**src/rtl/athena_vbus_pkg.sv**
```systemverilog
// ---------------------------------------------------------------------------
// athena_vbus_pkg
// Shared types and constants for the video-RAM bus arbiter.
//   vbus_state_t  : access sequencer states (IDLE, SETUP, STROBE, HOLD)
//   CPU_PHASE     : the one phase out of four that belongs to the CPUs
//   vbus_req_t    : one captured CPU request (we, addr, wdata)
//   nextPhase()   : phase counter step with optional force-to-zero
// ---------------------------------------------------------------------------
package athena_vbus_pkg;

    typedef enum logic [1:0] {
        IDLE   = 2'd0,
        SETUP  = 2'd1,
        STROBE = 2'd2,
        HOLD   = 2'd3
    } vbus_state_t;

    localparam logic [1:0] CPU_PHASE = 2'd3;

    // The request bundle carries the widest address the arbiter accepts.
    // Narrower address buses are zero-extended into it.
    localparam int VBUS_ADDR_MAX = 16;

    typedef struct packed {
        logic                     we;
        logic [VBUS_ADDR_MAX-1:0] addr;
        logic [7:0]               wdata;
    } vbus_req_t;

    // Phase advances modulo 4; a pending line sync restarts the line at 0.
    function automatic logic [1:0] nextPhase(input logic [1:0] phase,
                                             input logic       forceZero);
        return forceZero ? 2'd0 : phase + 2'd1;
    endfunction

endpackage

```
**src/rtl/athena_rr_arb2.sv**
```systemverilog
// ---------------------------------------------------------------------------
// athena_rr_arb2
// Two-way round-robin arbiter. A grant is produced only while arb_en is high;
// when both requesters are active the one that did not win last time wins.
//   clk, reset  : clock, synchronous active-high reset
//   req[1:0]    : request vector, bit 0 = A, bit 1 = B
//   arb_en      : arbitration strobe, grants are issued only in this cycle
//   gnt_onehot  : one-hot grant (all zero when nothing is granted)
//   gnt_id      : index of the granted requester (0 = A, 1 = B)
// ---------------------------------------------------------------------------
module athena_rr_arb2 (
    input  logic       clk,
    input  logic       reset,
    input  logic [1:0] req,
    input  logic       arb_en,
    output logic [1:0] gnt_onehot,
    output logic       gnt_id
);

    logic lastGrant_q;

    // Pick a winner. On a tie the requester that was not served last wins,
    // which alternates service when both keep requesting.
    always_comb begin
        gnt_onehot = 2'b00;
        gnt_id     = 1'b0;
        if (arb_en) begin
            case (req)
                2'b01: begin
                    gnt_onehot = 2'b01;
                    gnt_id     = 1'b0;
                end
                2'b10: begin
                    gnt_onehot = 2'b10;
                    gnt_id     = 1'b1;
                end
                2'b11: begin
                    gnt_id     = ~lastGrant_q;
                    gnt_onehot = lastGrant_q ? 2'b01 : 2'b10;
                end
                default: begin
                    gnt_onehot = 2'b00;
                    gnt_id     = 1'b0;
                end
            endcase
        end
    end

    // Remember who was served. Resetting to B means A wins the first tie.
    always_ff @(posedge clk) begin
        if (reset) begin
            lastGrant_q <= 1'b1;
        end else if (|gnt_onehot) begin
            lastGrant_q <= gnt_id;
        end
    end

endmodule

```
**src/rtl/athena_vbus_arbiter.sv**
```systemverilog
// ---------------------------------------------------------------------------
// athena_vbus_arbiter
// Shares the video-RAM bus between video fetch (phases 0-2) and two CPU
// requesters (phase 3). One CPU read or write is sequenced per CPU window
// with a request/acknowledge handshake.
//   clk, reset           : clock, synchronous active-high reset
//   phase_cen            : one-clk pulse advancing the 4-phase counter
//   line_sync            : forces phase 0 at the next phase_cen
//   pause_cpu            : blocks new grants (in-flight access completes)
//   a_* / b_*            : CPU requesters (req level, we, addr, wdata in;
//                          ack one-clk pulse, rdata out)
//   VD_in                : read data from the RAM
//   VA, VD_out           : shared address and write data buses
//   V_C                  : bus owner, 0 = video, 1 = CPU
//   VWE_n, VOE_n         : active-low write / read strobes
//   phase                : current phase
//   grant_id             : served CPU (0 = A, 1 = B), valid while V_C = 1
// All bus outputs come straight from flops so the strobes are glitch-free.
// ---------------------------------------------------------------------------
module athena_vbus_arbiter
    import athena_vbus_pkg::*;
#(
    parameter int AW         = 13,
    parameter int STROBE_LEN = 4,
    parameter int CEN_PERIOD = 8
) (
    input  logic          clk,
    input  logic          reset,
    input  logic          phase_cen,
    input  logic          line_sync,
    input  logic          pause_cpu,
    input  logic          a_req,
    input  logic          a_we,
    input  logic [AW-1:0] a_addr,
    input  logic [7:0]    a_wdata,
    output logic          a_ack,
    output logic [7:0]    a_rdata,
    input  logic          b_req,
    input  logic          b_we,
    input  logic [AW-1:0] b_addr,
    input  logic [7:0]    b_wdata,
    output logic          b_ack,
    output logic [7:0]    b_rdata,
    input  logic [7:0]    VD_in,
    output logic [AW-1:0] VA,
    output logic [7:0]    VD_out,
    output logic          V_C,
    output logic          VWE_n,
    output logic          VOE_n,
    output logic [1:0]    phase,
    output logic          grant_id
);

    // The whole access (setup + strobe + hold) must fit inside the CPU
    // phase, so the sequencer never needs to abort when the phase moves on.
    if (STROBE_LEN < 1 || STROBE_LEN > 6 || (2 + STROBE_LEN) > CEN_PERIOD ||
        AW < 1 || AW > VBUS_ADDR_MAX) begin : g_paramCheck
        $error("athena_vbus_arbiter: illegal AW/STROBE_LEN/CEN_PERIOD");
    end

    localparam logic [2:0] STROBE_LAST = 3'(STROBE_LEN - 1);

    vbus_state_t   state_q, state_d;
    logic [2:0]    strobeCnt_q, strobeCnt_d;
    logic [1:0]    phase_q, phase_d;
    logic          syncPending_q, syncPending_d;
    logic          syncNow;
    logic          enterCpuPhase;
    logic          arbEn;
    logic          grantFire;
    logic [1:0]    gntOnehot;
    logic          gntId;
    vbus_req_t     aReqBus, bReqBus;
    vbus_req_t     req_q, req_d;
    logic          grantId_q, grantId_d;
    logic          busOwned;
    logic          vc_q, vc_d;
    logic [AW-1:0] va_q, va_d;
    logic [7:0]    vdOut_q, vdOut_d;
    logic          vweN_q, vweN_d;
    logic          voeN_q, voeN_d;
    logic          aAck_q, aAck_d;
    logic          bAck_q, bAck_d;
    logic [7:0]    aRdata_q, aRdata_d;
    logic [7:0]    bRdata_q, bRdata_d;
    logic          unusedAddrBits;

    // Phase counter. A line_sync seen between phase_cen pulses is remembered
    // until the next pulse; one arriving together with phase_cen acts at once.
    always_comb begin
        syncNow       = line_sync | syncPending_q;
        phase_d       = phase_q;
        syncPending_d = syncPending_q | line_sync;
        if (phase_cen) begin
            phase_d       = nextPhase(phase_q, syncNow);
            syncPending_d = 1'b0;
        end
    end

    // Arbitration is only allowed on the edge that really enters the CPU
    // phase (a sync-forced restart to 0 from phase 2 does not count).
    assign enterCpuPhase = phase_cen && !syncNow &&
                           (phase_q == CPU_PHASE - 2'd1);
    assign arbEn         = enterCpuPhase && (state_q == IDLE) && !pause_cpu;
    assign grantFire     = |gntOnehot;

    athena_rr_arb2 u_arb (
        .clk        (clk),
        .reset      (reset),
        .req        ({b_req, a_req}),
        .arb_en     (arbEn),
        .gnt_onehot (gntOnehot),
        .gnt_id     (gntId)
    );

    // Bundle each requester's fields so the winner can be captured whole.
    always_comb begin
        aReqBus.we    = a_we;
        aReqBus.addr  = VBUS_ADDR_MAX'(a_addr);
        aReqBus.wdata = a_wdata;
        bReqBus.we    = b_we;
        bReqBus.addr  = VBUS_ADDR_MAX'(b_addr);
        bReqBus.wdata = b_wdata;
    end

    // Access sequencer: SETUP for one clk, STROBE for STROBE_LEN clks, HOLD
    // for one clk, then back to IDLE. The request is frozen at the grant so
    // the requester may drop its inputs afterwards without disturbing the bus.
    always_comb begin
        state_d     = state_q;
        strobeCnt_d = strobeCnt_q;
        req_d       = req_q;
        grantId_d   = grantId_q;
        case (state_q)
            IDLE: begin
                if (grantFire) begin
                    state_d   = SETUP;
                    req_d     = gntId ? bReqBus : aReqBus;
                    grantId_d = gntId;
                end
            end
            SETUP: begin
                state_d     = STROBE;
                strobeCnt_d = 3'd0;
            end
            STROBE: begin
                if (strobeCnt_q == STROBE_LAST) begin
                    state_d = HOLD;
                end else begin
                    strobeCnt_d = strobeCnt_q + 3'd1;
                end
            end
            HOLD: begin
                state_d = IDLE;
            end
            default: begin
                state_d = IDLE;
            end
        endcase
    end

    // Bus outputs are decoded from the next state so they can be registered
    // and still line up with the state they belong to.
    always_comb begin
        busOwned = (state_d != IDLE);
        vc_d     = busOwned;
        va_d     = busOwned ? req_d.addr[AW-1:0] : '0;
        vdOut_d  = (busOwned && req_d.we) ? req_d.wdata : 8'hFF;
        vweN_d   = !((state_d == STROBE) && req_d.we);
        voeN_d   = !((state_d == STROBE) && !req_d.we);
        aAck_d   = (state_d == HOLD) && !grantId_d;
        bAck_d   = (state_d == HOLD) && grantId_d;
        aRdata_d = aRdata_q;
        bRdata_d = bRdata_q;
        // Read data is taken during the last strobe clk, while VOE_n is
        // still low, and is kept until that requester's next read.
        if ((state_q == STROBE) && (state_d == HOLD) && !req_q.we) begin
            if (grantId_q) begin
                bRdata_d = VD_in;
            end else begin
                aRdata_d = VD_in;
            end
        end
    end

    // Address bits above AW only exist because the bundle is sized for the
    // widest supported bus.
    assign unusedAddrBits = ^req_d.addr;

    // All state and outputs. Reset drops an in-flight access immediately,
    // without an acknowledge.
    always_ff @(posedge clk) begin
        if (reset) begin
            state_q       <= IDLE;
            strobeCnt_q   <= 3'd0;
            phase_q       <= 2'd0;
            syncPending_q <= 1'b0;
            req_q         <= '0;
            grantId_q     <= 1'b0;
            vc_q          <= 1'b0;
            va_q          <= '0;
            vdOut_q       <= 8'hFF;
            vweN_q        <= 1'b1;
            voeN_q        <= 1'b1;
            aAck_q        <= 1'b0;
            bAck_q        <= 1'b0;
            aRdata_q      <= 8'h00;
            bRdata_q      <= 8'h00;
        end else begin
            state_q       <= state_d;
            strobeCnt_q   <= strobeCnt_d;
            phase_q       <= phase_d;
            syncPending_q <= syncPending_d;
            req_q         <= req_d;
            grantId_q     <= grantId_d;
            vc_q          <= vc_d;
            va_q          <= va_d;
            vdOut_q       <= vdOut_d;
            vweN_q        <= vweN_d;
            voeN_q        <= voeN_d;
            aAck_q        <= aAck_d;
            bAck_q        <= bAck_d;
            aRdata_q      <= aRdata_d;
            bRdata_q      <= bRdata_d;
        end
    end

    assign phase    = phase_q;
    assign V_C      = vc_q;
    assign VA       = va_q;
    assign VD_out   = vdOut_q;
    assign VWE_n    = vweN_q;
    assign VOE_n    = voeN_q;
    assign a_ack    = aAck_q;
    assign b_ack    = bAck_q;
    assign a_rdata  = aRdata_q;
    assign b_rdata  = bRdata_q;
    assign grant_id = grantId_q;

endmodule

```
**config.mk**
```make
export PLATFORM = sky130hd
export DESIGN_NAME = athena_vbus_arbiter
export DESIGN_NICKNAME = d
export VERILOG_FILES = /design/src/rtl/athena_vbus_pkg.sv /design/src/rtl/athena_rr_arb2.sv /design/src/rtl/athena_vbus_arbiter.sv
export SDC_FILE = /design/constraint.sdc
export NUM_CORES = 1
export LEC_CHECK = 0
export BUFFER_PORTS_ARGS = -buffer_cell sky130_fd_sc_hd__buf_2
export CAP_MARGIN = 15
export CELL_PAD_IN_SITES_DETAIL_PLACEMENT = 0
export CELL_PAD_IN_SITES_GLOBAL_PLACEMENT = 1
export CORE_ASPECT_RATIO = 1.5
export CORE_MARGIN = 4
export CORE_UTILIZATION = 37
export CTS_CLUSTER_DIAMETER = 30
export DETAILED_ROUTE_END_ITERATION = 7
export HOLD_SLACK_MARGIN = 0.05
export PLACE_DENSITY = 0.84
export SLEW_MARGIN = 25
export SYNTH_ARGS = -nofsm -noshare
export SYNTH_HDL_FRONTEND = slang
export SYNTH_SLANG_ARGS = --single-unit
```
**constraint.sdc**
```tcl
create_clock -name clk -period 2.6 [get_ports clk]
set_input_delay 0.13 -clock clk [delete_from_list [all_inputs] [get_ports clk]]
set_output_delay 0.13 -clock clk [all_outputs]
set_load 0.01 [all_outputs]
```
==> flow_metrics.py <==
metrics = {
    "run_status": {
        "outcome": "completed",
    },
    "floorplan": {
        "dieArea_um2": 9526,
        "die-height_um": 117.6,
        "core-area_um2": 7710,
        "num_rows": 39,
        "fp.dieW_um": 81.04,
        "num_io_pins": 104,
        "start_util": 0.3840,
    },
    "power_and_ir_drop": {
        "seqPwrFrac": 0.380,
        "switching_share": 0.2862,
        "power.switching_mw": 0.9010,
        "p_comb_frac": 0.213,
        "leakage_nw": 1.758,
        "power.share.clock": 0.406,
        "pwr_density_cell_nw_per_um2": 807.2,
        "max-vdd-ir-drop_mv": 0.4217,
        "p_int_mw": 2.247,
    },
    "final_layout": {
        "fin_cells": 507,
        "layout_commonest_cell": "buf_2",
        "final_nets": 467,
        "final_layout_size_suffix_gt1_frac": 0.3383,
        "design_area_um2": 3900,
        "layout_common_cells": "buf_2 (103), dfxtp_1 (74), nand2_1 (29)",
        "multiInputGateArea_um2": 1390,
        "num_antenna_cells": 0,
        "register_area_um2": 1481,
        "area_delta_synth_final_pct": 31.74,
        "n_fill_cell": 752,
    },
    "clock_network": {
        "numCtsBuffers": 9,
        "post-cts-setup-buffer-count": 0,
        "cts.sinks": 74,
        "htree_levels": 3,
        "root_buffer": "clkbuf_16",
        "cts_tree": "yes",
        "cts_hold_buffers": 1,
        "clk_pin_slew_ns": 0.06,
        "clkLatencyLatePin_ns": 0.33,
        "post_cts_resized": 0,
        "clockBufferDepth": 2,
    },
    "min_path": {
        "hold_path.class": "in -> reg",
    },
    "sta": {
        "fin_setup_tns_ns": 0,
        "final.period_utilization": 0.8989,
        "fmaxAchievable_mhz": 427.9,
        "fin_crit_ns": 2.337,
        "hold_slack_ns": 0.08023,
        "drv_slew": 0,
        "worst_pin_slew_ns": 0.9142,
        "finClkSkew_ns": 0.003739,
        "rsz0062_at_grt": "no",
        "setup_viol": 0,
        "slew_headroom": 0.3906,
        "hold_viol": 0,
    },
    "synthesis": {
        "synth_fp_nets": 363,
        "synth_cell_type_count": 37,
        "yosysTopAreaCellShare": 0.5004,
        "synth_cells": 297,
        "yosysWarnings": 0,
        "synth_edf_count": 0,
        "synth_seq_cells": 74,
        "seq_area_frac_synth": 0.5004,
        "async_flop_share": 0,
        "yosysTopAreaCell": "dfxtp_1",
        "ys.flop_type": "dfxtp_1",
        "netlist_area_um2": 2960,
        "synth_area_per_cell_um2": 9.967,
        "synth_area_leaders": "dfxtp_1 (50%), mux2i_1 (8.8%), nand2b_1 (5.5%), a311oi_1 (3.8%), nand2_1 (3.7%)",
    },
    "grt": {
        "grt_overflow": 0,
        "grt_start_max_net_pins": 59,
        "antenna_found_initial": 0,
        "grt_pass1_vias": 2468,
        "grt_pass1_wl_mm": 11.41,
        "track_usage": 0.1560,
    },
    "routing": {
        "num_vias": 2493,
        "drt_iter0_markers": 89,
        "dr.pass1.iters": 4,
        "ant_nets": 0,
        "vias_per_cell": 4.917,
        "routed_wl_mm": 7.107,
        "drt-wirelength-per-cell_um": 14.02,
        "drc": 0,
    },
    "critical_path": {
        "critPathLaunchType": "input pin",
        "criticalPathCategory": "in -> reg",
        "path_max_fanout": 8,
        "cp_data_required_time_ns": 2.80,
        "end_kind": "flop",
        "cp.arrival_ns": 2.53,
    },
    "placed_design": {
        "gp_congestion": 0.7640,
        "port_buffers": 103,
        "place_area_um2": 3582,
        "dp_hpwl_mm": 5.254,
        "placedCellCount": 491,
    },
    "run": {
        "maxCapViolations": 0,
    },
}
critical path, stage by stage:
cell           delay, ns
dlygate4sd3_1       0.52
buf_2               0.14
or3b_1              0.42
o31a_1              0.36
or4b_1              0.77
mux2i_1             0.20
layer usage:
| metal | wire [um] | global-route usage | vias to the layer above |
|---|---|---|---|
| li1 | - | - | 1258 |
| met5 | 0 | 0 | - |
| met3 | 447 | 0.04518 | 17 |
| met1 | 2668 | 0.1627 | 1159 |
| met4 | 206 | 0.08562 | 0 |
| met2 | 3784 | 0.2711 | 59 |
cell type report:
class                      instances  share of cell area
clock buffer                       9             0.05775
clock inverter                     6             0.02117
inverter                           6            0.005775
multi-input combinational        200              0.3564
sequential                        74              0.3799
tap                              102             0.03272
timing repair buffer             110              0.1463
cell families after synthesis:
kind of cell | count (synthesis) | share of synthesized area
AND/OR/NAND/NOR | 103 | 0.1796
flip-flops | 74 | 0.5004
AO/OA/AOI/OAI | 55 | 0.1365
multiplexers | 35 | 0.1221
buffers and inverters | 23 | 0.03170
adder cells (fa/ha/maj) | 7 | 0.02958
registers in the layout (all words and copies together), names as in the netlist:
signal,cells
syncPending_q,1
state_q,2
VA,13
VD_out,8
b_rdata,8
phase,2
a_rdata,8
grant_id,1
VOE_n,1
u_arb.lastGrant_q,1
VWE_n,1
a_ack,1
strobeCnt_q,3
req_q,22
V_C,1
b_ack,1
Yosys cell counts (all sizes together) (3+ instances only):
master,number
dfxtp,74
nand2,29
mux2i,26
nand2b,26
nor2,21
a31oi,14
a311oi,13
clkbuf,13
o21bai,13
nand3,10
mux2,9
ha,7
inv,6
a21oi,5
buf,4
nor2b,3
nor3,3
stage by stage:
step                worst slack [ns]  total power [mW]  utilization
global placement              0.4111             1.890       0.4646
floorplan                     0.6102             1.623            -
CTS                           0.2729             3.192       0.5058
global route                  0.1571             3.308       0.5058
detailed placement            0.3517             1.891       0.4646
finish                        0.2627             3.148       0.5058
power by group through the flow:
stage               clock network (mW)  registers [mW]  logic, mW
CTS                               1.32            1.20      0.677
finish                            1.28            1.20      0.672
global placement                     0            1.22      0.672
detailed placement                   0            1.22      0.670
global route                      1.36            1.20      0.745
floorplan                            0            1.23      0.395
final timing paths:
check | end | slack (ns) | depth (start not counted) | startpoint
setup / recovery | b_rdata[3] | 0.26 | 6 | phase_cen
hold / removal | req_q[18] | 0.08 | 3 | a_addr[10]
setup reg to reg | b_rdata[3] | 0.31 | 6 | state_q[0]
hold reg to reg | VD_out[4] | 0.47 | 2 | req_q[4]
Note: power is estimated with default switching activity, not from simulation.
